<file path="config.mk">
export PLATFORM = sky130hd
export DESIGN_NAME = register_window_controller
export DESIGN_NICKNAME = d
export VERILOG_FILES = /design/src/rtl/register_window_controller_pkg.sv /design/src/rtl/register_window_controller_window_clear_sequencer.sv /design/src/rtl/register_window_controller.sv
export SDC_FILE = /design/constraint.sdc
export NUM_CORES = 1
export LEC_CHECK = 0
export ABC_AREA = 1
export BUFFER_PORTS_ARGS = -buffer_cell sky130_fd_sc_hd__buf_2
export CORE_ASPECT_RATIO = 1.4
export CORE_UTILIZATION = 28
export CTS_CLUSTER_DIAMETER = 100
export DETAILED_ROUTE_END_ITERATION = 10
export PLACE_DENSITY = 0.67
export SLEW_MARGIN = 30
export SYNTH_ARGS = -nofsm -noshare
export SYNTH_HDL_FRONTEND = slang
export SYNTH_HIERARCHICAL = 1
export SYNTH_SLANG_ARGS = --single-unit
</file>
<file path="constraint.sdc">
create_clock -name Clk -period 1.79 [get_ports Clk]
set_clock_uncertainty 0.2 [all_clocks]
set_input_delay 0.179 -clock Clk [delete_from_list [all_inputs] [get_ports Clk]]
set_output_delay 0.179 -clock Clk [all_outputs]
set_load 0.05 [all_outputs]
</file>
<file path="src/rtl/register_window_controller_pkg.sv">
// Shared definitions for the register-window controller: window geometry,
// clear-sweep length, controller state and register_file rw encodings.
package register_window_controller_pkg;

    localparam int NWINDOWS_DEFAULT = 4;
    localparam int CWP_W_DEFAULT    = 2;
    localparam int DATA_W_DEFAULT   = 32;
    localparam int REGS_PER_WINDOW  = 32;
    localparam int RNUM_W           = 5;

    function automatic int sweep_len(input int nwindows);
        return nwindows * REGS_PER_WINDOW;
    endfunction

    localparam int SWEEP_LEN = sweep_len(NWINDOWS_DEFAULT);

    typedef enum logic {
        CLEAR = 1'b0,
        RUN   = 1'b1
    } state_t;

    localparam logic RW_WRITE = 1'b0;
    localparam logic RW_READ  = 1'b1;

endpackage

</file>
<file path="src/rtl/register_window_controller_window_clear_sequencer.sv">
// Post-reset sweep counter: walks every (window, r_num) location once and
// flags the final location so the controller can leave the clear phase.
module window_clear_sequencer
    import register_window_controller_pkg::*;
#(
    parameter int NWINDOWS = NWINDOWS_DEFAULT,
    parameter int CWP_W    = CWP_W_DEFAULT
) (
    input  logic              clk,
    input  logic              clr_n,
    input  logic              active,
    output logic [CWP_W-1:0]  window,
    output logic [RNUM_W-1:0] r_num,
    output logic              done
);

    localparam int CNT_W = CWP_W + RNUM_W;
    localparam logic [CNT_W-1:0] LAST = CNT_W'(sweep_len(NWINDOWS) - 1);

    logic [CNT_W-1:0] cnt;

    // The count wraps to zero on the last location and then holds while idle.
    always_ff @(posedge clk) begin
        if (!clr_n) begin
            cnt <= '0;
        end else if (active) begin
            cnt <= cnt + CNT_W'(1);
        end
    end

    assign window = cnt[CNT_W-1 -: CWP_W];
    assign r_num  = cnt[RNUM_W-1:0];
    assign done   = active && (cnt == LAST);

endmodule

</file>
<file path="src/rtl/register_window_controller.sv">
// Current window pointer / window invalid mask owner for the windowed
// register_file; resolves window moves and raises overflow/underflow traps.
module register_window_controller
    import register_window_controller_pkg::*;
#(
    parameter int NWINDOWS = NWINDOWS_DEFAULT,
    parameter int CWP_W    = CWP_W_DEFAULT,
    parameter int DATA_W   = DATA_W_DEFAULT
) (
    input  logic                Clk,
    input  logic                Clr,
    input  logic                save,
    input  logic                restore,
    input  logic                trap_entry,
    input  logic                rett,
    input  logic                wr_cwp,
    input  logic [CWP_W-1:0]    cwp_in,
    input  logic                wr_wim,
    input  logic [NWINDOWS-1:0] wim_in,
    output logic                ready,
    output logic [CWP_W-1:0]    current_window,
    output logic [NWINDOWS-1:0] wim,
    output logic                overflow_trap,
    output logic                underflow_trap,
    output logic                rf_enable,
    output logic                rf_rw,
    output logic [CWP_W-1:0]    rf_window,
    output logic [RNUM_W-1:0]   rf_r_num,
    output logic [DATA_W-1:0]   rf_in
);

    state_t state, state_nxt;

    logic [CWP_W-1:0]    cwp_q, cwp_nxt, cwp_minus, cwp_plus;
    logic [NWINDOWS-1:0] wim_q, wim_nxt;
    logic                ovf_q, ovf_nxt, unf_q, unf_nxt;

    logic [CWP_W-1:0]  sweep_window;
    logic [RNUM_W-1:0] sweep_r_num;
    logic              sweep_done;

    window_clear_sequencer #(
        .NWINDOWS (NWINDOWS),
        .CWP_W    (CWP_W)
    ) u_clear_seq (
        .clk    (Clk),
        .clr_n  (Clr),
        .active (state == CLEAR),
        .window (sweep_window),
        .r_num  (sweep_r_num),
        .done   (sweep_done)
    );

    always_ff @(posedge Clk) begin
        if (!Clr) begin
            state <= CLEAR;
        end else begin
            state <= state_nxt;
        end
    end

    always_comb begin
        state_nxt = state;
        case (state)
            CLEAR:   if (sweep_done) state_nxt = RUN;
            RUN:     state_nxt = RUN;
            default: state_nxt = CLEAR;
        endcase
    end

    always_comb begin
        ready     = 1'b0;
        rf_enable = 1'b1;
        rf_rw     = RW_WRITE;
        rf_window = sweep_window;
        rf_r_num  = sweep_r_num;
        if (state == RUN) begin
            ready     = 1'b1;
            rf_enable = 1'b0;
            rf_rw     = RW_READ;
            rf_window = cwp_q;
            rf_r_num  = '0;
        end
    end

    // Window moves wrap naturally because NWINDOWS == 2**CWP_W.
    assign cwp_minus = cwp_q - CWP_W'(1);
    assign cwp_plus  = cwp_q + CWP_W'(1);

    always_comb begin
        cwp_nxt = cwp_q;
        wim_nxt = wim_q;
        ovf_nxt = 1'b0;
        unf_nxt = 1'b0;
        if (state == RUN) begin
            if (trap_entry) begin
                cwp_nxt = cwp_minus;
            end else if (wr_cwp) begin
                cwp_nxt = cwp_in;
            end else if (save) begin
                if (wim_q[cwp_minus]) ovf_nxt = 1'b1;
                else                  cwp_nxt = cwp_minus;
            end else if (restore || rett) begin
                if (wim_q[cwp_plus]) unf_nxt = 1'b1;
                else                 cwp_nxt = cwp_plus;
            end
            // The trap checks above deliberately see the pre-write mask.
            if (wr_wim) wim_nxt = wim_in;
        end
    end

    always_ff @(posedge Clk) begin
        if (!Clr) begin
            cwp_q <= '0;
            wim_q <= '0;
            ovf_q <= 1'b0;
            unf_q <= 1'b0;
        end else begin
            cwp_q <= cwp_nxt;
            wim_q <= wim_nxt;
            ovf_q <= ovf_nxt;
            unf_q <= unf_nxt;
        end
    end

    assign current_window = cwp_q;
    assign wim            = wim_q;
    assign overflow_trap  = ovf_q;
    assign underflow_trap = unf_q;
    assign rf_in          = '0;

endmodule

</file>
Word-level counts from Yosys, hierarchy flattened

Index checks and enable logic that the tools add are counted.

Output and inout port bits: 50
Logic and storage cells: 43
Bits in registers: 16

Equal/unequal tests: 3
Bitwise operators: 4
$lt $le $gt $ge: 2
$add $sub $neg: 3
Reduce and logical (&&, ||, !) cells: 7
Muxes and demuxes: 18

Operator list:

| cell                                                        | count |
|---|---|
| 2-to-1 mux 2 bit                                            | 7 |
| != test 4 bit (second input constant)                       | 2 |
| adder 7 x 1 -> 7 bit (second input constant)                | 1 |
| == test 7 bit (second input constant)                       | 1 |
| 2-to-1 mux 1 bit                                            | 7 |
| less-than comparator 2 x 3 -> 1 bit (second input constant) | 2 |
| OR reduction 6 bit                                          | 1 |
| 2-to-1 mux 5 bit                                            | 1 |
| OR reduction 5 bit                                          | 1 |
| binary-select mux 1 bit (select 2 bit)                      | 2 |
| NOT 1 bit                                                   | 4 |
| AND reduction 4 bit                                         | 1 |
| nonzero test 4 bit                                          | 1 |
| adder 2 x 1 -> 2 bit (second input constant)                | 1 |
| case mux 1 bit (2 select lines)                             | 1 |
| AND reduction 2 bit                                         | 1 |
| subtractor 2 x 1 -> 2 bit (second input constant)           | 1 |
| logical AND 1 bit                                           | 1 |
| logical OR 1 bit                                            | 1 |

Longest topological paths before layout

Gate-level depths: netlist of the first run.

Depth in word-level cells: 8
Mapped depth: 9
Mapped depth without buffers: 9

By module

The synthesis of the first run kept the hierarchy.

By module, submodules not included:

| module                     | cells each | instances | area each (µm²) |
|---|---|---|---|
| register_window_controller | 123        | 1         | 792.0 |
| window_clear_sequencer     | 45         | 1         | 324.1 |

Least setup slack after synthesis of the first run

OpenSTA, ideal clock, no wires.

Kind: reg-to-output
Start: register state
End: output port rf_window[0]
Slack: -0.990 ns
Data arrival time: 2.401 ns
Data required time: 1.411 ns
Cell stages (with the launch flop): 4
Path through: dfxtp_1 buf_2 inv_1 o21ai_0

Cells in the longest elaborated chain, start to end: 1

RTL lines:

| what                   | RTL line                         | source |
|---|---|---|
| start, declared        | register_window_controller.sv:32 | `state_t state, state_nxt;` |
| start signal, assigned | register_window_controller.sv:58 | `state <= state_nxt;` |
| 2-to-1 mux 2 bit       | register_window_controller.sv:77 | `if (state == RUN) begin` |
| end, declared          | register_window_controller.sv:27 | `output logic [CWP_W-1:0] rf_window,` |

Every way passes these cells.

Worst setup path in the final report of the first run

Start: register state
End: output port rf_window[1]

Same word-level chain as after synthesis.

==> flow_summary_export.csv, run 1 <==
group,metric,value,unit
synthesis,synth_area_per_cell,6.643,sq um
pwr,peakVddDrop,0.0003578,V
sta,slew_violations,0,
floorplanning,row_count,26,
floorplanning,start_util,29.83,%
min_path,worstHoldPathType,"input port to register",
min_path,min_to,"wim[2]",
detailed_routing,post_drt_via_cell_ratio,3.980,
floorplanning,die_width,55.36,um
pwr,p_total,0.0009134,W
global_routing,first_global_vias,822,
synthesis,synth.largest_area_cell,"dfxtp_1",
detailed_routing,drc,0,
clock_network,cts_tree,"yes",
detailed_routing,wire_per_inst,8.545,um
synthesis,ys_types,20,
detailed_routing,ant_nets,0,
critical_path,cp_cell_sequence,"clkinvlp_4, o21ai_4, buf_2",
clock_network,path_clk_slew,0.07,ns
critical_path,cpPeakStageDelay,0.43,ns
sta,rsz0062_at_grt,"no",
final_layout,syn2layout_area_growth,15.36,%
outcome,status,"finished clean",
critical_path,worst_path_max_delay_cell,"dfxtp_4",
critical_path,arrival,1.30,ns
synthesis,synth_top_area_share,28.70,%
synthesis,yosysSeqAreaShare,28.70,%
final_layout,antennaDiodeCount,0,
critical_path,path_class,"register to output pin",
critical_path,crit_required,1.41,ns
critical_path,path_delay_family,"buffers and inverters",
detailed_routing,drtIter0Drc,41,
critical_path,crit_cells,3,
sta,hold_viol_final,0,
critical_path,crit_fanout,12,
clock_network,clockRootBuffer,"clkbuf_8",
final_layout,stdcell_count,244,
sta,min_period,1.683,ns
critical_path,path_buf_inv,2,
placement,io_buffer_count,31,
clock_network,cts_buffers,3,
critical_path,cp-end-kind,"output pin",
placement,placedCellCount,238,
global_routing,track_usage,10.28,%
sta,fmax,594.2,MHz
final_layout,final_layout_size_suffix_gt1_share,27.72,%
critical_path,regToRegSetupSlack,0.35,ns
global_routing,antenna_found_initial,0,
pwr,power_leakage,0.6816,nW
critical_path,regToRegEndpoint,"current_window[0]",
global_routing,grt_pass1_wl,3415,um
synthesis,synth_seq_cells,16,
detailed_routing,drt_pass1_iterations,4,
min_path,holdPathStages,3,
min_path,worstHoldStart,"wim_in[2]",
floorplanning,die_y,76.70,um
pwr,p_per_area,709.4,nW/um^2
floorplanning,die_area,4246,sq um
placement,preCtsSetupSlack,0.2973,ns
synthesis,yosys-top-cells-area,"dfxtp_1, buf_4, nand2_1",
synthesis,syn_inst,168,
detailed_routing,wl,2085,um
clock_network,insertion_delay,0.25,ns
sta,fin_crit_sh,94.01,%
final_layout,nNetsFinal,218,
global_routing,grt_max_degree,16,
floorplanning,coreArea,3741,sq um
detailed_routing,via_count,971,
job,maxCapViolCount,0,
floorplanning,io_pins,64,
critical_path,r2r_cells,9,
synthesis,yosysWarnings,6,
clock_network,holdBufCountCts,0,
placement,hpwl,1666,um
clock_network,htreeDepth,1,
critical_path,critPathLaunchType,"register",
global_routing,grt-ovfl-total,0,
clock_network,clock_sinks,16,
synthesis,synth_area,1116,sq um
sta,setup_viol,0,
sta,setup_ws,0.1072,ns
placement,globalplace.congestion,0.7646,
critical_path,crit-reg2reg-launch,"current_window[0]",
clock_network,clk_path_buf_depth,2,
worst max path at each step:
stage	endpoint	startpoint
after global routing	rf_window[1]	state
after global placement	rf_window[0]	state
final	rf_window[1]	state
after detailed placement	rf_window[0]	state
after floorplan	rf_window[0]	state
after CTS	rf_window[0]	state
cells in the mapped netlist (all sizes together):
cell / n
ha: 1
a21oi: 10
nand3: 6
nand2: 41
or2: 1
inv: 23
nor2: 22
conb: 1
buf: 34
nor3b: 1
o21ai: 11
dfxtp: 16
o22ai: 1
cells by family after synthesis:
logic type	after synthesis	synth area share (%)
adder cells (fa/ha/maj)	1	1.121
other	1	0.3360
AND/OR/NAND/NOR	71	29.15
flip-flops	16	28.70
buffers and inverters	57	30.38
AO/OA/AOI/OAI	22	10.31
registers in the layout, summed over array words and instances (netlist names):
name,cells
current_window,2
overflow_trap,1
state,1
u_clear_seq/cnt,7
underflow_trap,1
wim,4
repair_timing:
item                       in CTS  in global routing
gates resized for setup         0                  1
setup endpoints to repair       0                  2
setup buffers                   0                  1
report_power, final:
group          switching [W]  internal, W  leakage (nW)
clock               0.000131     0.000195        0.0288
combinational       0.000194    0.0000264         0.523
sequential        0.00000679     0.000360         0.130
total               0.000332     0.000582         0.682
cells in the final DEF, fill, tap and decap left out, types with 4 or more instances in the layout:
cell,count
dfxtp_1,15
conb_1,32
buf_2,30
inv_1,21
nand2_2,6
clkbuf_8,4
a21oi_1,9
o21ai_0,9
nand2_1,35
nor2_1,18
per-layer routing:
| metal | up-vias | global-route usage, % | share of wire, % |
|---|---|---|---|
| met5 | - | 0 | 0 |
| met3 | 5 | 2.024 | 6.3 |
| met1 | 406 | 11.35 | 40 |
| met2 | 46 | 17.23 | 50 |
| li1 | 514 | - | - |
| met4 | 0 | 7.500 | 3.3 |
layout make-up:
cell class	instances	area (sq um)
clock buffer	4	55.05
fill	424	2454
inverter	23	90.09
multi-input combinational	126	595.6
sequential	16	324.1
tap	42	52.55
timing repair buffer	32	165.2
timing repair inverter	1	5.005
worst register-to-register path: cells and delay by family (launching register included):
family / cells / cell delay (ns)
buf+inv: 1 / 0.12
simple gates: 8 / 0.57
flops: 1 / 0.45
metrics by stage:
step                hold WS [ns]    TNS, ns  instance area [sq um]  util, %
detailed placement        0.2582          0                   1217    32.54
finish                  0.001912          0                   1287    34.41
global placement          0.2552          0                   1217    32.54
floorplan                0.08494  -0.008779                   1269        -
global route             0.03385          0                   1287    34.41
CTS                     0.001395          0                   1272    34.01
(Power assumes the default switching activity.)
==> run 2, diff against run 1 <==
BUFFER_PORTS_ARGS = -buffer_cell sky130_fd_sc_hd__buf_4   (was -buffer_cell sky130_fd_sc_hd__buf_2)
CTS_CLUSTER_SIZE = 24   (was not set)
SKIP_CTS_REPAIR_TIMING = 1   (was not set)
==> run 2 against run 1 <==
Net effect:
- register-to-register slack worse by 0.08 ns
- critical path depth rose by 1
- highest routed layer unchanged
- via count increased by 0.10%
- final cell count is 0.41% higher
- clock power down 15%
- worst hold slack better by 0.015 ns
- sequential cell count did not move
- non-clock buffer count grew 2
- first-iteration DRC count is 22% lower
- critical endpoint unchanged
- die area unchanged
- maximum frequency decreased by 1.1%
- wire length shrank 0.29%
==> flow_summary_export.csv, run 2 (synthesized netlist as in run 1, its figures left out) <==
group,metric,value,unit
outcome,status,"finished clean",
final_layout,final_layout_size_suffix_gt1_share,27.59,%
clock_network,clk_path_buf_depth,2,
sta,fin_crit_sh,95.08,%
detailed_routing,post_drt_via_cell_ratio,3.967,
final_layout,antennaDiodeCount,0,
floorplanning,io_pins,64,
pwr,peakVddDrop,0.0002637,V
global_routing,first_global_vias,809,
placement,preCtsSetupSlack,0.2859,ns
final_layout,n_fill_cell,406,
detailed_routing,drtIter0Drc,32,
sta,setup_tns,0,ns
clock_network,cts_buffers,3,
detailed_routing,wl,2079,um
sta,slew_violations,0,
final_layout,final_cell_area,1363,sq um
floorplanning,coreArea,3741,sq um
placement,io_buffer_count,31,
critical_path,critPathLaunchType,"register",
placement,placedCellCount,238,
global_routing,antenna_found_initial,0,
critical_path,arrival,1.32,ns
global_routing,grt_max_degree,16,
critical_path,cp-end-kind,"output pin",
sta,hold_viol_final,0,
clock_network,insertion_delay,0.25,ns
pwr,power_leakage,0.6966,nW
final_layout,layout_common_cells,"nand2_1, buf_4, conb_1",
clock_network,clockRootBuffer,"clkbuf_8",
global_routing,grt-ovfl-total,0,
clock_network,cts_tree,"yes",
final_layout,fin_util,36.42,%
floorplanning,die_y,76.70,um
clock_network,clock_sinks,16,
sta,fmax,587.6,MHz
clock_network,path_clk_slew,0.07,ns
job,maxCapViolCount,0,
detailed_routing,ant_nets,0,
final_layout,nNetsFinal,219,
pwr,p_per_area,643.4,nW/um^2
final_layout,stdcell_count,245,
detailed_routing,wire_per_inst,8.486,um
floorplanning,row_count,26,
sta,setup_viol,0,
global_routing,track_usage,9.700,%
placement,hpwl,1659,um
final_layout,largest_reg_flops,7,
final_layout,final_common_cell,"nand2_1",
floorplanning,die_width,55.36,um
detailed_routing,drt_pass1_iterations,4,
floorplanning,die_area,4246,sq um
detailed_routing,via_count,972,
sta,rsz0062_at_grt,"no",
global_routing,grt_pass1_wl,3298,um
sta,min_period,1.702,ns
final_layout,syn2layout_area_growth,22.09,%
sta,setup_ws,0.08803,ns
clock_network,htreeDepth,1,
placement,dpl_cell_area,1295,sq um
critical_path,crit_fanout,11,
final_layout,regMostFlops,"u_clear_seq/cnt",
placement,globalplace.congestion,0.7887,
floorplanning,start_util,29.83,%
min_path,worstHoldPathType,"input port to register",
critical_path,crit_required,1.41,ns
detailed_routing,drc,0,
critical_path,path_class,"register to output pin",
-- run 2: power breakdown --
group	leakage [nW]	switching [W]	internal [W]
Combinational	0.544	0.000194	0.0000376
Clock	0.0228	0.000121	0.000157
Sequential	0.130	0.00000686	0.000360
-- run 2: path summary, 6_finish.rpt --
path,end,cells after the start,startpoint,slack [ns]
setup / recovery,rf_window[1],4,state,0.09
hold / removal,wim[2],3,wim_in[2],0.02
setup reg to reg,state,8,state,0.27
hold reg to reg,wim[0],2,wim[0],0.28
-- run 2: area by class of cell --
cell class	count	area [sq um]	area share (%)
tap	42	52.55	3.857
clock buffer	4	45.04	3.306
timing repair buffer	34	255.2	18.73
inverter	23	90.09	6.612
sequential	16	324.1	23.78
multi-input combinational	126	595.6	43.71
-- run 2: metrics by stage --
stage                     power (W)  hold WS, ns
final                     0.0008767      0.01687
after detailed placement  0.0006067       0.2665
after floorplan           0.0006209      0.08494
after global placement    0.0006060       0.2606
after global routing      0.0009139      0.03432
after CTS                 0.0008888      0.01074
-- run 2: routing by layer --
layer | vias up | global-route usage [%] | wire length [um]
met3 | 2 | 2.867 | 178
met4 | 0 | 6.750 | 40
met1 | 410 | 10.46 | 802
met5 | - | 0 | 0
li1 | 517 | - | -
met2 | 43 | 16.02 | 1058
-- run 2: critical path, stage by stage (launching register included) --
cell	delay [ns]
dfxtp_4	0.43
clkinvlp_4	0.22
nand2_1	0.17
o21ai_4	0.06
buf_4	0.18
